[src/rtl/z80_rel_branch_seq.sv]
// z80_rel_branch_seq
// Multi-cycle sequencer for the Z80 relative branches JR e, JR cc,e and DJNZ e.
// It is entered once M1 has fetched the opcode. It fetches the displacement
// byte over a request/acknowledge read, then resolves the branch condition.
// A taken branch spends the internal M-cycle before completion is reported.
// Every output is gated by the FSM state. The datapath latches therefore need
// no reset and still show their reset values whenever they are not valid.
// mcycle_type encoding: 0 = CYCLE_NONE, 1 = CYCLE_INTERNAL, 2 = CYCLE_RDWR_MEM.
module z80_rel_branch_seq #(
    parameter int ADDR_W     = 16,
    parameter bit EN_DJNZ    = 1'b1,
    parameter int INTERNAL_T = 5
) (
    input  logic              clk,
    input  logic              reset,
    input  logic              start,
    input  logic [7:0]        opcode,
    input  logic [ADDR_W-1:0] ip_in,
    input  logic [7:0]        f_in,
    input  logic [7:0]        b_in,
    output logic              rd_req,
    output logic [ADDR_W-1:0] rd_addr,
    input  logic              rd_ack,
    input  logic [7:0]        rd_data,
    output logic              busy,
    output logic              done,
    output logic [ADDR_W-1:0] ip_out,
    output logic              taken,
    output logic              b_we,
    output logic [7:0]        b_out,
    output logic              illegal,
    output logic [2:0]        mcycle_type
);

    localparam logic [2:0] CYCLE_NONE     = 3'd0;
    localparam logic [2:0] CYCLE_INTERNAL = 3'd1;
    localparam logic [2:0] CYCLE_RDWR_MEM = 3'd2;

    localparam int              CNT_W    = (INTERNAL_T > 1) ? $clog2(INTERNAL_T) : 1;
    localparam logic [CNT_W-1:0] CNT_LAST = CNT_W'(INTERNAL_T - 1);

    typedef enum logic [2:0] {
        S_IDLE,
        S_DJNZ_T,
        S_READ,
        S_INTERNAL,
        S_DONE
    } state_t;

    state_t           state, state_nx;
    logic [CNT_W-1:0] int_cnt, int_cnt_nx;

    // Values sampled with start
    logic [ADDR_W-1:0] ip_p0;
    logic [7:0]        b_p0;
    logic              cond_p0;
    logic              is_djnz_p0;
    logic              illegal_p0;

    // Values produced by the DJNZ decrement and the displacement read
    logic [7:0]        b_dec_p1;
    logic              taken_p1;
    logic [ADDR_W-1:0] ip_res_p1;

    logic dec_jr, dec_jrcc, dec_djnz, dec_legal;
    logic taken_now;

    // JR e is unconditional. JR cc,e tests Z (bit 6) or C (bit 0), selected by opcode[4:3].
    function automatic logic cond_met(input logic [7:0] op, input logic [7:0] f);
        logic res;
        if (op == 8'h18) begin
            res = 1'b1;
        end else begin
            case (op[4:3])
                2'b00:   res = ~f[6];
                2'b01:   res =  f[6];
                2'b10:   res = ~f[0];
                default: res =  f[0];
            endcase
        end
        return res;
    endfunction

    // Target is relative to the byte after the displacement: ip + 2 + sext(e), modulo 2^ADDR_W.
    function automatic logic [ADDR_W-1:0] branch_target(input logic [ADDR_W-1:0] ip,
                                                        input logic signed [7:0] e);
        logic [ADDR_W-1:0] e_ext;
        e_ext = {{(ADDR_W-8){e[7]}}, e};
        return ip + ADDR_W'(2) + e_ext;
    endfunction

    assign dec_jr    = (opcode == 8'h18);
    assign dec_jrcc  = (opcode == 8'h20) || (opcode == 8'h28) ||
                       (opcode == 8'h30) || (opcode == 8'h38);
    assign dec_djnz  = EN_DJNZ && (opcode == 8'h10);
    assign dec_legal = dec_jr || dec_jrcc || dec_djnz;

    assign taken_now = is_djnz_p0 ? (b_dec_p1 != 8'h00) : cond_p0;

    // State register and internal-cycle counter
    always_ff @(posedge clk or posedge reset) begin
        if (reset) begin
            state   <= S_IDLE;
            int_cnt <= '0;
        end else begin
            state   <= state_nx;
            int_cnt <= int_cnt_nx;
        end
    end

    // Next-state logic
    always_comb begin
        state_nx   = state;
        int_cnt_nx = int_cnt;
        case (state)
            S_IDLE: begin
                if (start) begin
                    if (!dec_legal)    state_nx = S_DONE;
                    else if (dec_djnz) state_nx = S_DJNZ_T;
                    else               state_nx = S_READ;
                end
            end
            S_DJNZ_T: state_nx = S_READ;
            S_READ: begin
                if (rd_ack) begin
                    if (taken_now) begin
                        state_nx   = S_INTERNAL;
                        int_cnt_nx = '0;
                    end else begin
                        state_nx   = S_DONE;
                    end
                end
            end
            S_INTERNAL: begin
                if (int_cnt == CNT_LAST) state_nx = S_DONE;
                else                     int_cnt_nx = int_cnt + 1'b1;
            end
            S_DONE:  state_nx = S_IDLE;
            default: state_nx = S_IDLE;
        endcase
    end

    // Stage 0: capture opcode context at start
    always_ff @(posedge clk) begin
        if (state == S_IDLE && start) begin
            ip_p0      <= ip_in;
            b_p0       <= b_in;
            cond_p0    <= cond_met(opcode, f_in);
            is_djnz_p0 <= dec_djnz;
            illegal_p0 <= ~dec_legal;
            taken_p1   <= 1'b0;
            ip_res_p1  <= ip_in + ADDR_W'(1);
        end
        // Stage 1: DJNZ decrement, then branch resolution on the read acknowledge
        if (state == S_DJNZ_T) begin
            b_dec_p1 <= b_p0 - 8'd1;
        end
        if (state == S_READ && rd_ack) begin
            taken_p1  <= taken_now;
            ip_res_p1 <= taken_now ? branch_target(ip_p0, rd_data) : ip_p0 + ADDR_W'(2);
        end
    end

    // State-decoded outputs; data outputs read as zero outside their valid window
    always_comb begin
        rd_req      = (state == S_READ);
        rd_addr     = (state == S_READ) ? ip_p0 + ADDR_W'(1) : '0;
        busy        = (state != S_IDLE);
        done        = (state == S_DONE);
        ip_out      = (state == S_DONE) ? ip_res_p1 : '0;
        taken       = (state == S_DONE) && taken_p1;
        b_we        = (state == S_DONE) && is_djnz_p0;
        b_out       = ((state == S_DONE) && is_djnz_p0) ? b_dec_p1 : 8'h00;
        illegal     = (state == S_DONE) && illegal_p0;
        mcycle_type = CYCLE_NONE;
        case (state)
            S_DJNZ_T, S_INTERNAL: mcycle_type = CYCLE_INTERNAL;
            S_READ:               mcycle_type = CYCLE_RDWR_MEM;
            default:              mcycle_type = CYCLE_NONE;
        endcase
    end

endmodule

[config.mk]
export PLATFORM = sky130hd
export DESIGN_NAME = z80_rel_branch_seq
export DESIGN_NICKNAME = d
export VERILOG_FILES = /design/src/rtl/z80_rel_branch_seq.sv
export SDC_FILE = /design/constraint.sdc
export NUM_CORES = 1
export LEC_CHECK = 0
export CORE_MARGIN = 1.5
export CORE_UTILIZATION = 41
export CTS_BUF_LIST = sky130_fd_sc_hd__clkbuf_4
export CTS_CLUSTER_SIZE = 10
export DETAILED_ROUTE_END_ITERATION = 7
export PLACE_DENSITY = 0.68
export SLEW_MARGIN = 20
export SYNTH_ARGS = -nofsm -noshare
export SYNTH_HDL_FRONTEND = slang
export SYNTH_SLANG_ARGS = --single-unit
[constraint.sdc]
create_clock -name clk -period 3.3 [get_ports clk]
set_clock_uncertainty 0.05 [all_clocks]
set_input_delay 0.66 -clock clk [delete_from_list [all_inputs] [get_ports clk]]
set_output_delay 0.66 -clock clk [all_outputs]
set_load 0.01 [all_outputs]
==> impl_metrics.sql <==
INSERT INTO impl_metrics (metric_group, metric, value, unit) VALUES
('status', 'status', 'completed', ''),
('setup_path', 'critPathKind', 'flop to output port', ''),
('grt', 'grt_pass1_wl', '18200', 'um'),
('yosys', 'yosysWarnings', '0', ''),
('die', 'fp-row-count', '36', ''),
('placed_design', 'gp_congestion', '0.936', ''),
('finish', 'finalNetCount', '630', ''),
('clocking', 'clk_pin_slew', '0.12', 'ns'),
('timing', 'worst-slew-pin-transition', '0.802', 'ns'),
('yosys', 'synth_seq_area_share', '0.410', ''),
('clocking', 'cts.root.buffer_cell', 'sky130_fd_sc_hd__clkbuf_4', ''),
('die', 'die_height', '104', 'um'),
('finish', 'final_layout_size_suffix_gt1_frac', '0.106', ''),
('die', 'starting_density_of_the_core', '0.426', ''),
('power_and_ir_drop', 'power.share.switching', '0.292', ''),
('die', 'die_x', '104', 'um'),
('yosys', 'compound_cell_area_share_of_the_yosys_netlist', '0.129', ''),
('setup_path', 'critical_path_arrival', '2.46', 'ns'),
('timing', 'finalSetupViolations', '0', ''),
('finish', 'final_design_area_no_fill', '5590', 'um^2'),
('placed_design', 'number_of_buffers_added_on_ports', '93', ''),
('yosys', 'yosys.area.top_type_share', '0.374', ''),
('yosys', 'synth.top_cells.by_area', 'sky130_fd_sc_hd__edfxtp_1 37%, sky130_fd_sc_hd__ha_1 7.5%, sky130_fd_sc_hd__xor2_1 6.9%', ''),
('timing', 'setup_total_negative_slack', '0', 'ns'),
('yosys', 'synth_top_family_by_area', 'simple AND/OR/NAND/NOR gates', ''),
('yosys', 'synth_cell_types', '51', ''),
('timing', 'final.period_utilization', '0.961', ''),
('yosys', 'synth-simple-area-share', '0.223', ''),
('hold_path', 'hold_path_class', 'primary input to async pin', ''),
('detailed_routing', 'route.detailed.wl_per_inst', '16.7', 'um'),
('power_and_ir_drop', 'power_density', '353', 'nW/um^2'),
('timing', 'hold_viol_final', '0', ''),
('job', 'max_cap_violations', '0', ''),
('setup_path', 'critical_path_peak_fanout', '5', ''),
('setup_path', 'reg2reg_to', 'ip_res_p1[15]', ''),
('yosys', 'synth-edff-count', '52', ''),
('grt', 'first_global_vias', '3723', ''),
('clocking', 'cts_sinks', '58', ''),
('placed_design', 'detailed_place_hpwl', '8800', 'um'),
('yosys', 'synth_xor_xnor_area_share', '0.117', ''),
('grt', 'grtUsageTotal', '0.211', ''),
('yosys', 'yosys.area_share.adder', '0.0796', ''),
('power_and_ir_drop', 'switchingPower', '0.000574', 'W'),
('grt', 'antenna_violations_before_repair', '0', ''),
('detailed_routing', 'vias', '3742', ''),
('yosys', 'yosys-top-cells-count', '52 x sky130_fd_sc_hd__edfxtp_1, 41 x sky130_fd_sc_hd__nand2_1, 38 x sky130_fd_sc_hd__nor2_1', ''),
('yosys', 'netlist_area', '4180', 'um^2'),
('die', 'die_area', '10800', 'um^2'),
('power_and_ir_drop', 'report.power.total', '0.00197', 'W'),
('finish', 'area_growth_syn_to_layout', '33.7', '%'),
('finish', 'antenna_cells', '0', ''),
('finish', 'layout.core_utilization', '0.569', ''),
('power_and_ir_drop', 'logic_pwr_share', '0.254', ''),
('yosys', 'async_flop_share', '0.103', ''),
('yosys', 'yosys_register_bits', '58', ''),
('timing', 'timing.final.crit_period', '3.17', 'ns'),
('detailed_routing', 'drtIter0Drc', '201', ''),
('setup_path', 'timing.critical_path.required', '2.59', 'ns'),
('timing', 'hold-worst-slack', '0.414', 'ns'),
('detailed_routing', 'met3WireLength', '766', 'um'),
('timing', 'fmaxAchievable', '0.315', 'GHz'),
('yosys', 'synth_ff_type', 'sky130_fd_sc_hd__edfxtp_1', ''),
('grt', 'gr-total-overflow', '0', ''),
('clocking', 'clock_tree_from_tritoncts', 'done', ''),
('power_and_ir_drop', 'power.sequential.fraction', '0.444', ''),
('clocking', 'clock_insertion_delay_worst_skew', '0.41', 'ns'),
('detailed_routing', 'routedLengthMet1', '4760', 'um'),
('detailed_routing', 'route.detailed.drc', '0', ''),
('yosys', 'syn-mean-instance-area', '9.48', 'um^2'),
('clocking', 'cts_htree_levels', '3', ''),
('timing', 'drv_slew', '0', '');
## through the flow
| step | instances | setup WS [ns] |
|---|---|---|
| floorplan | 441 | 0.461 |
| global route | 690 | -0.00546 |
| global placement | 667 | 0.117 |
| CTS | 690 | 0.00311 |
| detailed placement | 667 | 0.0993 |
| finish | 690 | 0.128 |
## how the worst max path moves through the flow
stage	slack, ns	end	from	cells past startpoint
5_1_grt	-0.005	ip_res_p1[14]	ip_p0[1]	14
3_3_place_gp	0.12	ip_res_p1[14]	rd_data[0]	11
2_1_floorplan	0.46	ip_res_p1[14]	ip_p0[3]	12
6_report	0.13	rd_addr[6]	ip_p0[1]	7
3_5_place_dp	0.1	ip_res_p1[13]	rd_data[7]	8
4_1_cts	0.003	rd_addr[8]	ip_p0[1]	6
## power groups by stage
stage	registers (W)	logic, W	clock network, W
2_1_floorplan	0.000885	0.000286	0
3_3_place_gp	0.000891	0.000472	0
3_5_place_dp	0.000893	0.000483	0
4_1_cts	0.000874	0.000495	0.000606
5_1_grt	0.000879	0.000546	0.000636
6_report	0.000874	0.000501	0.000594
## cells by family (layout without fill, tap and decap cells)
group | after synthesis | in the layout
flip-flops | 58 | 58
XOR/XNOR | 56 | 56
other | 1 | 1
AND/OR/NAND/NOR | 177 | 177
multiplexers | 2 | 2
AO/OA/AOI/OAI | 86 | 86
adder cells (fa/ha/maj) | 26 | 26
buffers and inverters | 35 | 151
## layout by cell type, fill, tap and decap left out, types with 9 or more instances in the layout
cell                              instances
sky130_fd_sc_hd__and3_1                  32
sky130_fd_sc_hd__xnor2_1                 22
sky130_fd_sc_hd__clkbuf_4                 9
sky130_fd_sc_hd__nand4_1                 13
sky130_fd_sc_hd__clkdlybuf4s50_1         87
sky130_fd_sc_hd__nand2_1                 41
sky130_fd_sc_hd__o21ai_0                 22
sky130_fd_sc_hd__ha_1                    23
sky130_fd_sc_hd__edfxtp_1                52
sky130_fd_sc_hd__inv_1                   15
sky130_fd_sc_hd__buf_4                   27
sky130_fd_sc_hd__nand3_1                 13
sky130_fd_sc_hd__nor2_1                  37
sky130_fd_sc_hd__xor2_1                  33
sky130_fd_sc_hd__a21oi_1                 22
## cell type report
type | count | area, um^2
Fill cell | 894 | 4230
Tap cell | 133 | 166
Clock inverter | 7 | 93.8
Clock buffer | 9 | 67.6
Multi-Input combinational cell | 348 | 2340
Timing Repair Buffer | 120 | 1140
Inverter | 15 | 56.3
Sequential cell | 58 | 1710
## repair_timing
| item | in CTS | in global routing |
|---|---|---|
| hold buffers | 0 | 0 |
| gates cloned | 0 | 0 |
| resized for setup | 2 | 9 |
| setup buffers | 7 | 0 |
| pin swaps | 2 | 3 |
| endpoints found under the setup margin | 7 | 8 |
## flip-flops by register name (all words and copies together) (netlist names)
name and flops:
illegal_p0 1, int_cnt 3, cond_p0 1, is_djnz_p0 1, taken_p1 1, ip_p0 16
ip_res_p1 16, b_p0 8, state 3, b_dec_p1 8
## worst max-delay path: stages (launching register included)
cell and delay (ns):
sky130_fd_sc_hd__edfxtp_1 0.39, sky130_fd_sc_hd__buf_4 0.12, sky130_fd_sc_hd__ha_1 0.20, sky130_fd_sc_hd__nand4_1 0.28, sky130_fd_sc_hd__buf_4 0.26, sky130_fd_sc_hd__xor2_1 0.13
sky130_fd_sc_hd__nor2_1 0.11, sky130_fd_sc_hd__clkdlybuf4s50_1 0.56
## per-layer routing
layer / GRT usage / up-vias
li1: - / 1827
met1: 0.250 / 1783
met2: 0.364 / 112
met3: 0.0539 / 20
met4: 0.0823 / 0
met5: 0 / -
Note: power is estimated with default switching activity, not from simulation.
